===== src/rtl/alu_arbiter.sv =====
// Two-requester round-robin arbiter in front of a small 4-bit ALU with a registered, handshaked result.
// Define ALU_ARB_OPCOUNT_EN to add the op_count port and its wrapping completed-operation counter.
module alu_arbiter #(
  parameter int CNT_W = 8
) (
  input  logic             Clock,
  input  logic             Resetn,
  input  logic [1:0]       req,
  input  logic [2:0]       op0,
  input  logic [2:0]       op1,
  input  logic [3:0]       a0,
  input  logic [3:0]       b0,
  input  logic [3:0]       a1,
  input  logic [3:0]       b1,
  output logic [1:0]       gnt,
  output logic [7:0]       ALUOut,
  output logic             out_valid,
  input  logic             out_ready,
  output logic             busy
`ifdef ALU_ARB_OPCOUNT_EN
  ,
  output logic [CNT_W-1:0] op_count
`endif
);

  typedef enum logic [1:0] {
    IDLE = 2'd0,
    EXEC = 2'd1,
    HOLD = 2'd2
  } state_t;

  state_t     state;
  logic       prio;
  logic       served;
  logic       pick;
  logic [2:0] capOp;
  logic [3:0] capA;
  logic [3:0] capB;
  logic [7:0] aluRes;

  // Both requesting: the priority pointer decides; otherwise the lone requester wins.
  always_comb begin
    pick = 1'b0;
    if (req == 2'b11) pick = prio;
    else              pick = req[1];
  end

  always_comb begin
    aluRes = 8'h00;
    case (capOp)
      3'b000:  aluRes = {3'b000, {1'b0, capA} + {1'b0, capB}};
      3'b001:  aluRes = {capA, ~capB};
      3'b010:  aluRes = {capA, capB};
      3'b011:  aluRes = {4'h0, capA & capB};
      3'b100:  aluRes = {4'h0, capA | capB};
      3'b101:  aluRes = {4'h0, capA ^ capB};
      3'b110:  aluRes = {~capA, ~capB};
      default: aluRes = 8'h00;
    endcase
  end

  always_ff @(posedge Clock or negedge Resetn) begin
    if (!Resetn) begin
      state     <= IDLE;
      prio      <= 1'b0;
      served    <= 1'b0;
      gnt       <= 2'b00;
      ALUOut    <= 8'h00;
      out_valid <= 1'b0;
      busy      <= 1'b0;
      capOp     <= 3'b000;
      capA      <= 4'h0;
      capB      <= 4'h0;
    end else begin
      case (state)
        IDLE: begin
          if (req != 2'b00) begin
            served <= pick;
            capOp  <= pick ? op1 : op0;
            capA   <= pick ? a1 : a0;
            capB   <= pick ? b1 : b0;
            gnt    <= pick ? 2'b10 : 2'b01;
            busy   <= 1'b1;
            state  <= EXEC;
          end
        end
        EXEC: begin
          gnt       <= 2'b00;
          ALUOut    <= aluRes;
          out_valid <= 1'b1;
          state     <= HOLD;
        end
        HOLD: begin
          // The unserved requester gets priority for the next contention.
          if (out_ready) begin
            out_valid <= 1'b0;
            prio      <= ~served;
            busy      <= 1'b0;
            state     <= IDLE;
          end
        end
        default: begin
          gnt       <= 2'b00;
          out_valid <= 1'b0;
          busy      <= 1'b0;
          state     <= IDLE;
        end
      endcase
    end
  end

`ifdef ALU_ARB_OPCOUNT_EN
  always_ff @(posedge Clock or negedge Resetn) begin
    if (!Resetn) begin
      op_count <= '0;
    end else if (state == HOLD && out_ready) begin
      op_count <= op_count + 1'b1;
    end
  end
`endif

endmodule

===== config.mk =====
export PLATFORM = sky130hd
export DESIGN_NAME = alu_arbiter
export DESIGN_NICKNAME = d
export VERILOG_FILES = /design/src/rtl/alu_arbiter.sv
export SDC_FILE = /design/constraint.sdc
export NUM_CORES = 1
export LEC_CHECK = 0
export BUFFER_PORTS_ARGS = -buffer_cell sky130_fd_sc_hd__buf_4
export CAP_MARGIN = 10
export CORE_MARGIN = 8
export CORE_UTILIZATION = 57
export DETAILED_ROUTE_END_ITERATION = 16
export PLACE_DENSITY = 0.92
export RECOVER_POWER = 50
export SLEW_MARGIN = 25
export SYNTH_ARGS = -nofsm -noshare
export SYNTH_HDL_FRONTEND = slang
export SYNTH_SLANG_ARGS = --single-unit

===== constraint.sdc =====
create_clock -name Clock -period 5.3 [get_ports Clock]
set_input_delay 1.06 -clock Clock [delete_from_list [all_inputs] [get_ports Clock]]
set_output_delay 1.06 -clock Clock [all_outputs]
set_load 0.03 [all_outputs]

Word level (Yosys, flattened, before mapping) --
Cells that the tools add are included.
Storage, ports and cells: bits in registers 27, input port bits 27, output and inout bits 12, logic and storage cells 55
Cells by class: add/sub/neg operators 1, equal/unequal tests 11, multiplexer cells 15, bitwise logic cells 9, reductions and logical operators 9
Operators with widths (number):
- $pmux 8 s7 | 1
- $reduce_and 2->1 | 5
- $eq 3x3->1 const B | 3
- $mux 2 | 4
- $mux 4 | 2
- $not 4->4 | 2
- $eq 3x2->1 const B | 2
- $pmux 1 s3 | 2
- $pmux 2 s3 | 1
- $add 4x4->5 | 1
- $and 4x4->4 | 1
- $eq 2x2->1 const B | 2
- $ne 2x2->1 const B | 2
- $not 1->1 | 4
- $or 4x4->4 | 1
- $pmux 2 s2 | 1
- $xor 4x4->4 | 1
- $eq 3x1->1 const B | 1
- $logic_not 3->1 | 1
- $mux 1 | 3
- $mux 3 | 1
- $reduce_and 3->1 | 1
- $eq 2x1->1 const B | 1
- $logic_not 2->1 | 1
- $reduce_bool 2->1 | 1

Logic depth before layout (Yosys ltp) --
Gate-level depths: netlist of run 1.
word-level depth 5, depth in mapped cells 7, mapped depth without buffers 7

Least setup slack after synthesis of run 1 --
No wires, ideal clock.
path type in2reg, start point in req[0], end point reg capA[0], library setup time 126 ps, arrival time 1902 ps, data required time 5174 ps, slack 3272 ps, stages on the path 5, path buffers 1, cell sequence inv_1 > o21ai_0 > nor3_1 > buf_2 > a221o_1
On the way: cells in the longest elaborated chain, start to end 3, elaborated cells on any way between the ends 5, classes of those cells eq/ne: 1; mux: 2; reduce/logical: 2
Ends and longest elaborated chain:
- start, declared | RTL line 8 | input logic [1:0] req,
- $eq 2x2->1 | RTL line 44 | if (req == 2'b11) pick = prio;
- $mux 1 | RTL line 44
- $mux 4 | RTL line 80 | capA <= pick ? a1 : a0;
- end signal, assigned | RTL line 80
- end, declared | RTL line 37 | logic [3:0] capA;
Several ways; a longest one is shown, not always the timed one. A chain may end at the register's enable or synchronous reset.

Worst setup path after layout of run 1 --
start point in req[0], end point reg capA[3]
The elaborated chain is that of the path after synthesis.

==> impl_metrics.yaml, run 1 <==
status:
  status: "finished, final reports clean"
sta:
  hold-worst-slack_ns: 0.4948
  period_minus_slack_ns: 2.296
  post-route-period-util_pct: 43.32
  slew_violations: 0
  max_freq_ghz: 0.4356
  setup_tns_ns: 0
  setup_viol_count_final: 0
  hold_violations: 0
  rsz0062_at_grt: "no"
  worst_slack_ns: 3.004
  worst_pin_slew_ns: 1.369
  max_slew_margin_pct: 8.720
  fin_skew_ns: 0.001524
clock_network:
  clkTransAtPathRegs_ns: 0.15
  clk_latency_ns: 0.33
  cts_buffers: 3
  post_cts_buffers: 0
  holdBufCountCts: 0
  cts_max_level: 1
  max-clock-path-buffers: 2
  postCtsResizedCells: 0
  cts.sinks: 27
  clk_root_buffer_cell: "clkbuf_4"
  cts_tree: "done"
logic_synthesis:
  syn_nets: 214
  avgSynthCellArea_um2: 9.208
  ys_seq_elements: 27
  synth-compound-area-share_pct: 20.84
  synth_edf_count: 0
  yosys.area.top_type: "dfrtp_1"
  ys.flop_type: "dfrtp_1"
  yosys.area.top_type_share_pct: 41.22
  muxShareOfSynthArea_pct: 4.885
  synth_top_family_by_area: "compound AO/OA/AOI/OAI gates"
  synthTopCellsByArea: "dfrtp_1 41%, a221o_1 6.7%, ha_1 6.1%, nor2_1 5.0%, o21ai_0 4.6%"
  ys_seq_area_share_pct: 41.22
  syn_inst: 178
  synth_fa_ha_area_share_pct: 7.328
  async_flop_share_pct: 100.0
  synthXorXnorAreaFrac_pct: 1.603
  synth.cell_area_mm2: 0.001639
  yosys_warnings: 0
  synth_cell_types: 39
  synth-simple-area-share_pct: 17.40
power:
  p_seq_share_pct: 34.6
  p_total_mw: 1.292
  pwr-share-comb_pct: 58.2
  ir_worst_vdd_mv: 0.4628
  switchingPower_mw: 0.6102
  p_leak_nw: 0.9038
  switching_share_pct: 47.22
  clkPwrFrac_pct: 7.3
  p_int_mw: 0.6821
  powerDensity_mw_per_mm2: 669.8
critical_path:
  endpoint_kind: "flip-flop"
  crit_path_start_kind: "input port"
  critPathMaxStageDelay_ns: 0.59
  r2r_end: "ALUOut[2]"
  critPathMaxFanout: 14
  path_cells: "clkbuf_1 -> nor2_1 -> nor3_2 -> and2_1 -> a221o_1"
  required_ns: 5.58
  critPathBufInv: 1
  path_delay_family: "simple AND/OR/NAND/NOR gates"
  reg2reg_from: "capB[0]"
  r2r_cells: 7
  cp_slowest_cell: "nor3_2"
  critical_path_class: "in2reg"
  critPathArrivalTime_ns: 2.58
  regToRegSetupSlack_ns: 3.23
drt:
  drt_wl_total_um: 3860
  post_drt_wl_per_cell_um: 16.08
  wl_met2_um: 1910
  drc: 0
  drtIter0Drc: 74
  top_layer: "met4"
  wl_met1_um: 1629
  first_pass_iters: 4
  dr_wl_met3_um: 229
  dr_total_vias: 1433
  ant_nets: 0
  via_per_inst: 5.971
global_routing:
  first_global_vias: 1405
  grt_max_degree: 28
  antenna_found_initial: 0
  gr-total-overflow: 0
  grt_pass1_wl_um: 6596
  grt_usage_pct: 16.00
layout:
  drive_gt1_share_pct: 22.49
  diodes: 0
  fin_area_mm2: 0.001929
  syn_to_final_growth_pct: 17.71
  fin_nets: 246
placed_design:
  postPlaceCellArea_mm2: 0.001906
  gp_congestion: 0.8707
  post-dp-hpwl_um: 2908
  dp_slack_ns: 2.612
  port-buffer-count: 38
job:
  maxCapViolations: 0
worst_hold_path:
  min_path_type: "reg2reg"
  min_to: "out_valid"
  worstHoldStart: "out_valid"
  holdPathStages: 1
floorplanning:
  core_mm2: 0.002734
  die_x_um: 69.63
  die-area_mm2: 0.004848
  fp-row-count: 19
  initial_core_util_pct: 59.95
  die_y_um: 69.63
  ios: 39
synth_stat cells, types with 2 or more instances:
cell / count
dfrtp_1: 27
nor2_1: 22
o21ai_0: 15
inv_1: 14
nand2_1: 13
a221o_1: 11
a21oi_1: 9
ha_1: 8
buf_2: 7
nor2b_1: 5
nand2b_1: 4
nand3_1: 4
clkbuf_1: 3
nand3b_1: 3
xnor2_1: 3
a211oi_1: 2
a31oi_1: 2
and2_1: 2
mux2_2: 2
mux2i_1: 2
nor3_1: 2
cells by family (layout without fill, tap and decap cells):
logic type / count (synthesis) / in the layout
compound gates: 49 / 49
xor+xnor: 3 / 3
fa+ha+maj: 9 / 9
buf+inv: 25 / 56
flops: 27 / 27
mux: 6 / 6
simple gates: 59 / 59
worst max path at each step:
| stage | startpoint | endpoint | slack (ns) | depth (start not counted) |
|---|---|---|---|---|
| 6_report | req[0] | capA[3] | 3.00 | 5 |
| 5_1_grt | req[0] | capA[3] | 2.85 | 5 |
| 4_1_cts | req[0] | capB[3] | 2.95 | 5 |
| 3_5_place_dp | req[0] | capB[3] | 2.61 | 5 |
| 3_3_place_gp | req[0] | capB[3] | 2.74 | 5 |
| 2_1_floorplan | req[0] | capA[0] | 3.27 | 5 |
cells in the final DEF (no fill, tap or decap), drive strengths merged, types with 6 or more instances in the layout:
cell type and count:
clkbuf 6, dfrtp 27, nand2 13, a21oi 9, nor2 22, inv 14
buf 35, ha 8, a221o 11, o21ai 16
sequential cells by signal, indices dropped and copies added, names as in the netlist:
signal and cells:
state 2, capOp 3, ALUOut 8, served 1
capB 4, capA 4, prio 1, busy 1
out_valid 1, gnt 2
cell type report:
type / count / area [µm²]
inverter: 14 / 52.55
clock buffer: 3 / 22.52
sequential: 27 / 675.6
fill: 214 / 804.5
multi-input combinational: 126 / 858.3
clock inverter: 1 / 7.507
tap: 31 / 38.79
timing repair buffer: 38 / 274.0
power by group through the flow:
stage / registers (mW) / clock network, mW / logic, mW
finish: 0.447 / 0.0939 / 0.752
floorplan: 0.456 / 0 / 0.540
detailed placement: 0.450 / 0 / 0.736
global route: 0.464 / 0.104 / 0.825
global placement: 0.439 / 0 / 0.704
CTS: 0.443 / 0.0946 / 0.748
per-stage QoR:
| step | cells | util (%) |
|---|---|---|
| after detailed placement | 236 | 69.70 |
| final | 240 | 70.57 |
| after floorplan | 178 | - |
| after global routing | 240 | 70.57 |
| after CTS | 240 | 70.80 |
| after global placement | 236 | 69.70 |
per-layer routing:
layer / global-route usage, % / vias to the layer above
li1: - / 685
met1: 19.31 / 676
met2: 26.84 / 63
met3: 3.004 / 9
met4: 7.143 / 0
met5: 0 / -
(Power assumes the default switching activity.)
==> inputs of run 2 (changes only) <==
--- a/config.mk
+++ b/config.mk
@@ -8,9 +8,9 @@
 export BUFFER_PORTS_ARGS = -buffer_cell sky130_fd_sc_hd__buf_4
 export CAP_MARGIN = 10
 export CORE_MARGIN = 8
-export CORE_UTILIZATION = 57
+export CORE_UTILIZATION = 48
 export DETAILED_ROUTE_END_ITERATION = 16
-export PLACE_DENSITY = 0.92
+export PLACE_DENSITY = 0.83
 export RECOVER_POWER = 50
 export SLEW_MARGIN = 25
 export SYNTH_ARGS = -nofsm -noshare
==> constraint.sdc (replaced) <==
create_clock -name Clock -period 1.8 [get_ports Clock]
set_input_delay 0.36 -clock Clock [delete_from_list [all_inputs] [get_ports Clock]]
set_output_delay 0.36 -clock Clock [all_outputs]
set_load 0.03 [all_outputs]
==> run 2 against run 1 <==
  * The run now ends with negative setup slack left
  * Clock-buffer cell count grew 1
  * Register-to-register slack got worse by 3.3 ns
  * Non-clock buffer count increased by 18
  * Largest cell class unchanged
  * Cell count up 14%
  * Flip-flop and latch count unchanged
  * Die area grew 14%
  * Largest power group unchanged
  * Utilization decreased by 6.4 points
  * Worst hold slack got worse by 0.26 ns
  * Clock skew grew 0.011 ns
  * Via count is 3.1% higher
==> impl_metrics.yaml, run 2 (same netlist as run 1, synthesis figures left out) <==
status:
  status: "finished with violations"
  failed_checks: "negative setup slack"
layout:
  regMostFlops: "ALUOut"
  layout_common_cells: "54 x buf_4, 27 x dfrtp_1, 22 x nor2_1, 13 x nand2_1"
  seq_area_um2: 675.6
  fin_util_pct: 64.21
  fillers: 278
  fin_area_mm2: 0.002126
  diodes: 0
  reg.largest.list: "ALUOut x8, capA x4, capB x4"
  fin_nets: 264
  largest_reg_flops: 8
  multi_input_area_um2: 890.9
  drive_gt1_share_pct: 31.72
  syn_to_final_growth_pct: 29.69
  final_common_cell: "buf_4"
sta:
  period_minus_slack_ns: 1.856
  setup_tns_ns: -0.06048
  max_slew_margin_pct: 56.05
  fin_skew_ns: 0.01267
  setup_viol_count_final: 2
  rsz0062_at_grt: "yes"
  slew_violations: 0
  worst_slack_ns: -0.05590
  post-route-period-util_pct: 103.1
  worst_pin_slew_ns: 0.6592
  hold_violations: 0
  max_freq_ghz: 0.5388
floorplanning:
  die-area_mm2: 0.005541
  ios: 39
  core_mm2: 0.003311
  fp-row-count: 21
  initial_core_util_pct: 49.51
  die_x_um: 74.44
  die_y_um: 74.44
clock_network:
  cts_buffers: 3
  clk_root_buffer_cell: "clkbuf_4"
  cts_tree: "done"
  cts.sinks: 27
  clk_latency_ns: 0.34
  max-clock-path-buffers: 2
  cts_max_level: 1
  clkTransAtPathRegs_ns: 0.15
global_routing:
  grt_pass1_wl_um: 6327
  antenna_found_initial: 0
  grt_usage_pct: 14.51
  gr-total-overflow: 0
  grt_max_degree: 28
  first_global_vias: 1412
worst_hold_path:
  min_path_type: "in2reg"
placed_design:
  port-buffer-count: 38
  dp_slack_ns: -0.09039
  postPlaceCellArea_mm2: 0.002007
  post-dp-hpwl_um: 2866
  gp_congestion: 0.9220
power:
  p_leak_nw: 1.006
  p_total_mw: 4.224
  powerDensity_mw_per_mm2: 1987
  ir_worst_vdd_mv: 1.007
critical_path:
  endpoint_kind: "flip-flop"
  required_ns: 2.06
  critPathMaxFanout: 2
  critical_path_class: "reg2reg"
  crit_path_start_kind: "flip-flop"
  critPathArrivalTime_ns: 2.11
drt:
  drc: 0
  post_drt_wl_per_cell_um: 15.27
  drt_wl_total_um: 4169
  dr_total_vias: 1478
  via_per_inst: 5.414
  ant_nets: 0
  first_pass_iters: 8
  drtIter0Drc: 97
job:
  maxCapViolations: 0
## run 2: cell count changes in the layout (fill, tap and decap cells not counted), moves of 2 or more
cell / before / now
clkbuf_1: 3 / 1
o21ai_0: 15 / 12
o21ai_1: 1 / 3
inv_1: 14 / 12
ha_4: 0 / 2
buf_4: 35 / 54
ha_1: 8 / 5
## run 2: worst paths after layout
| kind | to | depth (start not counted) | slack (ns) | from |
|---|---|---|---|---|
| min in group asynchronous | capB[0] | 2 | 0.58 | Resetn |
| max | ALUOut[1] | 7 | -0.06 | capB[0] |
| max reg2reg | ALUOut[1] | 7 | -0.06 | capB[0] |
| max in group asynchronous | ALUOut[7] | 2 | 0.79 | Resetn |
| min reg2reg | served | 1 | 0.49 | served |
| min | capA[1] | 2 | 0.23 | a0[1] |
## run 2: layer usage
layer	vias to the layer above	wire length, µm	GRT usage [%]
met2	44	1991	23.14
met3	11	218	1.752
li1	721	-	-
met4	0	126	8.696
met5	-	0	0
met1	702	1832	18.25
## run 2: layout make-up
type | instances | share of cell area [%]
Timing Repair Buffer | 56 | 19.78
Sequential cell | 27 | 31.78
Inverter | 14 | 2.590
Multi-Input combinational cell | 126 | 41.91
Tap cell | 46 | 2.707
Clock buffer | 4 | 1.236
## run 2: worst max-delay path, stage by stage (launching register included)
cell and delay [ns]:
dfrtp_1 0.41, ha_2 0.21, inv_2 0.06, fa_2 0.42, mux2_4 0.28, o21ai_2 0.11, a21oi_1 0.09, a31oi_1 0.19
## run 2: where the power goes
part	total [mW]	switching (mW)	internal (mW)
sequential	1.24	0.337	0.904
combinational	2.72	1.39	1.33
clock	0.268	0.181	0.0872
## run 2: stage by stage
stage | hold WS (ns) | instances
6_report | 0.2318 | 273
5_1_grt | 0.2217 | 273
4_1_cts | 0.2295 | 269
3_5_place_dp | 0.2919 | 262
3_3_place_gp | 0.2898 | 262
2_1_floorplan | 0.06441 | 178
## run 2: what timing repair did
| action | in CTS | in global routing |
|---|---|---|
| setup endpoints to repair | 2 | 4 |
| endpoints found under the hold margin | 27 | 0 |
| hold buffers | 1 | 0 |
| gates resized for setup | 1 | 11 |
| setup buffers | 2 | 4 |
| pin swaps | 1 | 4 |
| cloned | 0 | 0 |
==> inputs of run 3 (changes only) <==
--- a/config.mk
+++ b/config.mk
@@ -7,8 +7,10 @@
 export LEC_CHECK = 0
 export BUFFER_PORTS_ARGS = -buffer_cell sky130_fd_sc_hd__buf_4
 export CAP_MARGIN = 10
+export CELL_PAD_IN_SITES_DETAIL_PLACEMENT = 0
+export CELL_PAD_IN_SITES_GLOBAL_PLACEMENT = 1
 export CORE_MARGIN = 8
-export CORE_UTILIZATION = 48
+export CORE_UTILIZATION = 36
 export DETAILED_ROUTE_END_ITERATION = 16
 export PLACE_DENSITY = 0.83
 export RECOVER_POWER = 50
==> run 3 against run 2 <==
  * The flow still finishes with violations (negative setup slack)
  * Utilization down 17 points
  * Flip-flop and latch count is the same
  * Combinational power decreased by 8.8%
  * Critical path depth did not move
  * Clock-buffer cell count did not move
  * Global-route usage down 3.1 points
  * First-iteration DRC count down 29%
  * Clock skew down 0.0063 ns
  * Cell count shrank 0.37%
  * Setup slack better by 0.055 ns
  * Register-to-register slack better by 0.06 ns
  * Die area is 26% higher
  * Largest power group unchanged
==> impl_metrics.yaml, run 3 (same netlist as run 1, synthesis figures left out) <==
critical_path:
  r2r_end: "ALUOut[2]"
  endpoint_kind: "flip-flop"
  crit_path_start_kind: "flip-flop"
  regToRegSetupSlack_ns: -0.0009
  critPathMaxFanout: 2
  critPathArrivalTime_ns: 1.95
  critical_path_class: "reg2reg"
  r2r_cells: 7
  reg2reg_from: "capB[0]"
  required_ns: 1.95
drt:
  dr_total_vias: 1394
  drtIter0Drc: 69
  drt_wl_total_um: 3857
  via_per_inst: 5.125
  post_drt_wl_per_cell_um: 14.18
  ant_nets: 0
  first_pass_iters: 4
  drc: 0
clock_network:
  clk_latency_ns: 0.27
  clk_root_buffer_cell: "clkbuf_8"
  cts_max_level: 1
  cts_tree: "done"
  max-clock-path-buffers: 2
  cts.sinks: 27
  cts_buffers: 3
  clkTransAtPathRegs_ns: 0.09
worst_hold_path:
  worstHoldStart: "out_ready"
  holdPathStages: 2
  min_to: "state[1]"
  min_path_type: "in2reg"
floorplanning:
  die_x_um: 83.48
  ios: 39
  core_mm2: 0.004384
  initial_core_util_pct: 37.39
  die-area_mm2: 0.006968
  die_y_um: 83.48
  fp-row-count: 24
sta:
  fin_skew_ns: 0.006333
  period_minus_slack_ns: 1.801
  max_freq_ghz: 0.5553
  hold-worst-slack_ns: 0.2917
  worst_slack_ns: -0.0008866
  worst_pin_slew_ns: 0.6716
  hold_violations: 0
  max_slew_margin_pct: 55.22
  rsz0062_at_grt: "yes"
  post-route-period-util_pct: 100.0
  setup_viol_count_final: 1
  setup_tns_ns: -0.0008866
  slew_violations: 0
layout:
  drive_gt1_share_pct: 28.18
  fin_nets: 257
  layout_common_cells: "47 x buf_4, 27 x dfrtp_1, 22 x nor2_1, 14 x inv_1, 14 x o21ai_0"
  reg.largest.list: "ALUOut x8, capA x4, capB x4"
  regMostFlops: "ALUOut"
  diodes: 0
  final_common_cell: "buf_4"
  fillers: 441
  syn_to_final_growth_pct: 27.48
  largest_reg_flops: 8
  instances_no_fill: 272
placed_design:
  gp_congestion: 0.8456
  post-dp-hpwl_um: 3060
  dp_cells: 265
  port-buffer-count: 38
  dp_slack_ns: -0.09989
job:
  maxCapViolations: 0
power:
  ir_worst_vdd_mv: 0.7358
  powerDensity_mw_per_mm2: 1946
  p_leak_nw: 0.9741
global_routing:
  grt_max_degree: 28
  first_global_vias: 1465
  grt_usage_pct: 11.37
  antenna_found_initial: 0
  grt_pass1_wl_um: 6755
  gr-total-overflow: 0
status:
  status: "finished with violations"
  failed_checks: "negative setup slack"
run 3: repair_timing:
item / 4_1_cts / 5_1_grt
hold buffers: 1 / 0
endpoints found under the hold margin: 13 / 0
pin swaps: 2 / 1
gates resized for setup: 2 / 3
buffers inserted: 2 / 0
endpoints found under the setup margin: 2 / 3
run 3: how the worst max path moves through the flow:
| stage | startpoint | endpoint | slack (ns) | depth (start not counted) |
|---|---|---|---|---|
| after global placement | capA[0] | ALUOut[2] | -0.06 | 7 |
| final | capB[0] | ALUOut[2] | -0.0009 | 7 |
| after global routing | capB[0] | ALUOut[2] | -0.07 | 7 |
| after detailed placement | capA[0] | ALUOut[2] | -0.1 | 7 |
| after floorplan | capB[0] | ALUOut[2] | 0.008 | 7 |
| after CTS | capB[0] | ALUOut[1] | 0.002 | 7 |
run 3: per-stage QoR:
| stage | utilization (%) | area (µm²) | total power [mW] |
|---|---|---|---|
| after CTS | 47.15 | 2067 | 4.024 |
| after global routing | 47.66 | 2090 | 4.440 |
| after detailed placement | 45.43 | 1992 | 3.632 |
| after floorplan | - | 1639 | 2.933 |
| after global placement | 45.43 | 1992 | 3.588 |
| final | 47.66 | 2090 | 4.065 |
run 3: power breakdown:
part	switching (mW)	internal, mW	leakage [nW]
Clock	0.185	0.158	0.0228
Sequential	0.336	0.906	0.331
Combinational	1.28	1.20	0.621
Total	1.80	2.26	0.974
run 3: area by class of cell:
type	count	area [µm²]	area share (%)
Clock buffer	4	45.04	2.156
Inverter	14	52.55	2.515
Sequential cell	27	675.6	32.34
Multi-Input combinational cell	126	883.3	42.28
Tap cell	52	65.06	3.114
Timing Repair Buffer	49	367.9	17.60
run 3: critical path, stage by stage (launching register included):
cell and delay, ns:
dfrtp_1 0.37, ha_2 0.19, inv_1 0.05, fa_2 0.34, xnor2_1 0.14, a22o_1 0.18, a222oi_1 0.33, o21ai_1 0.09
run 3: layer usage:
layer  wire, µm  GRT usage, %
met5          0             0
met2       1811         17.47
met3        164         2.441
met1       1840         14.98
met4         41         4.710
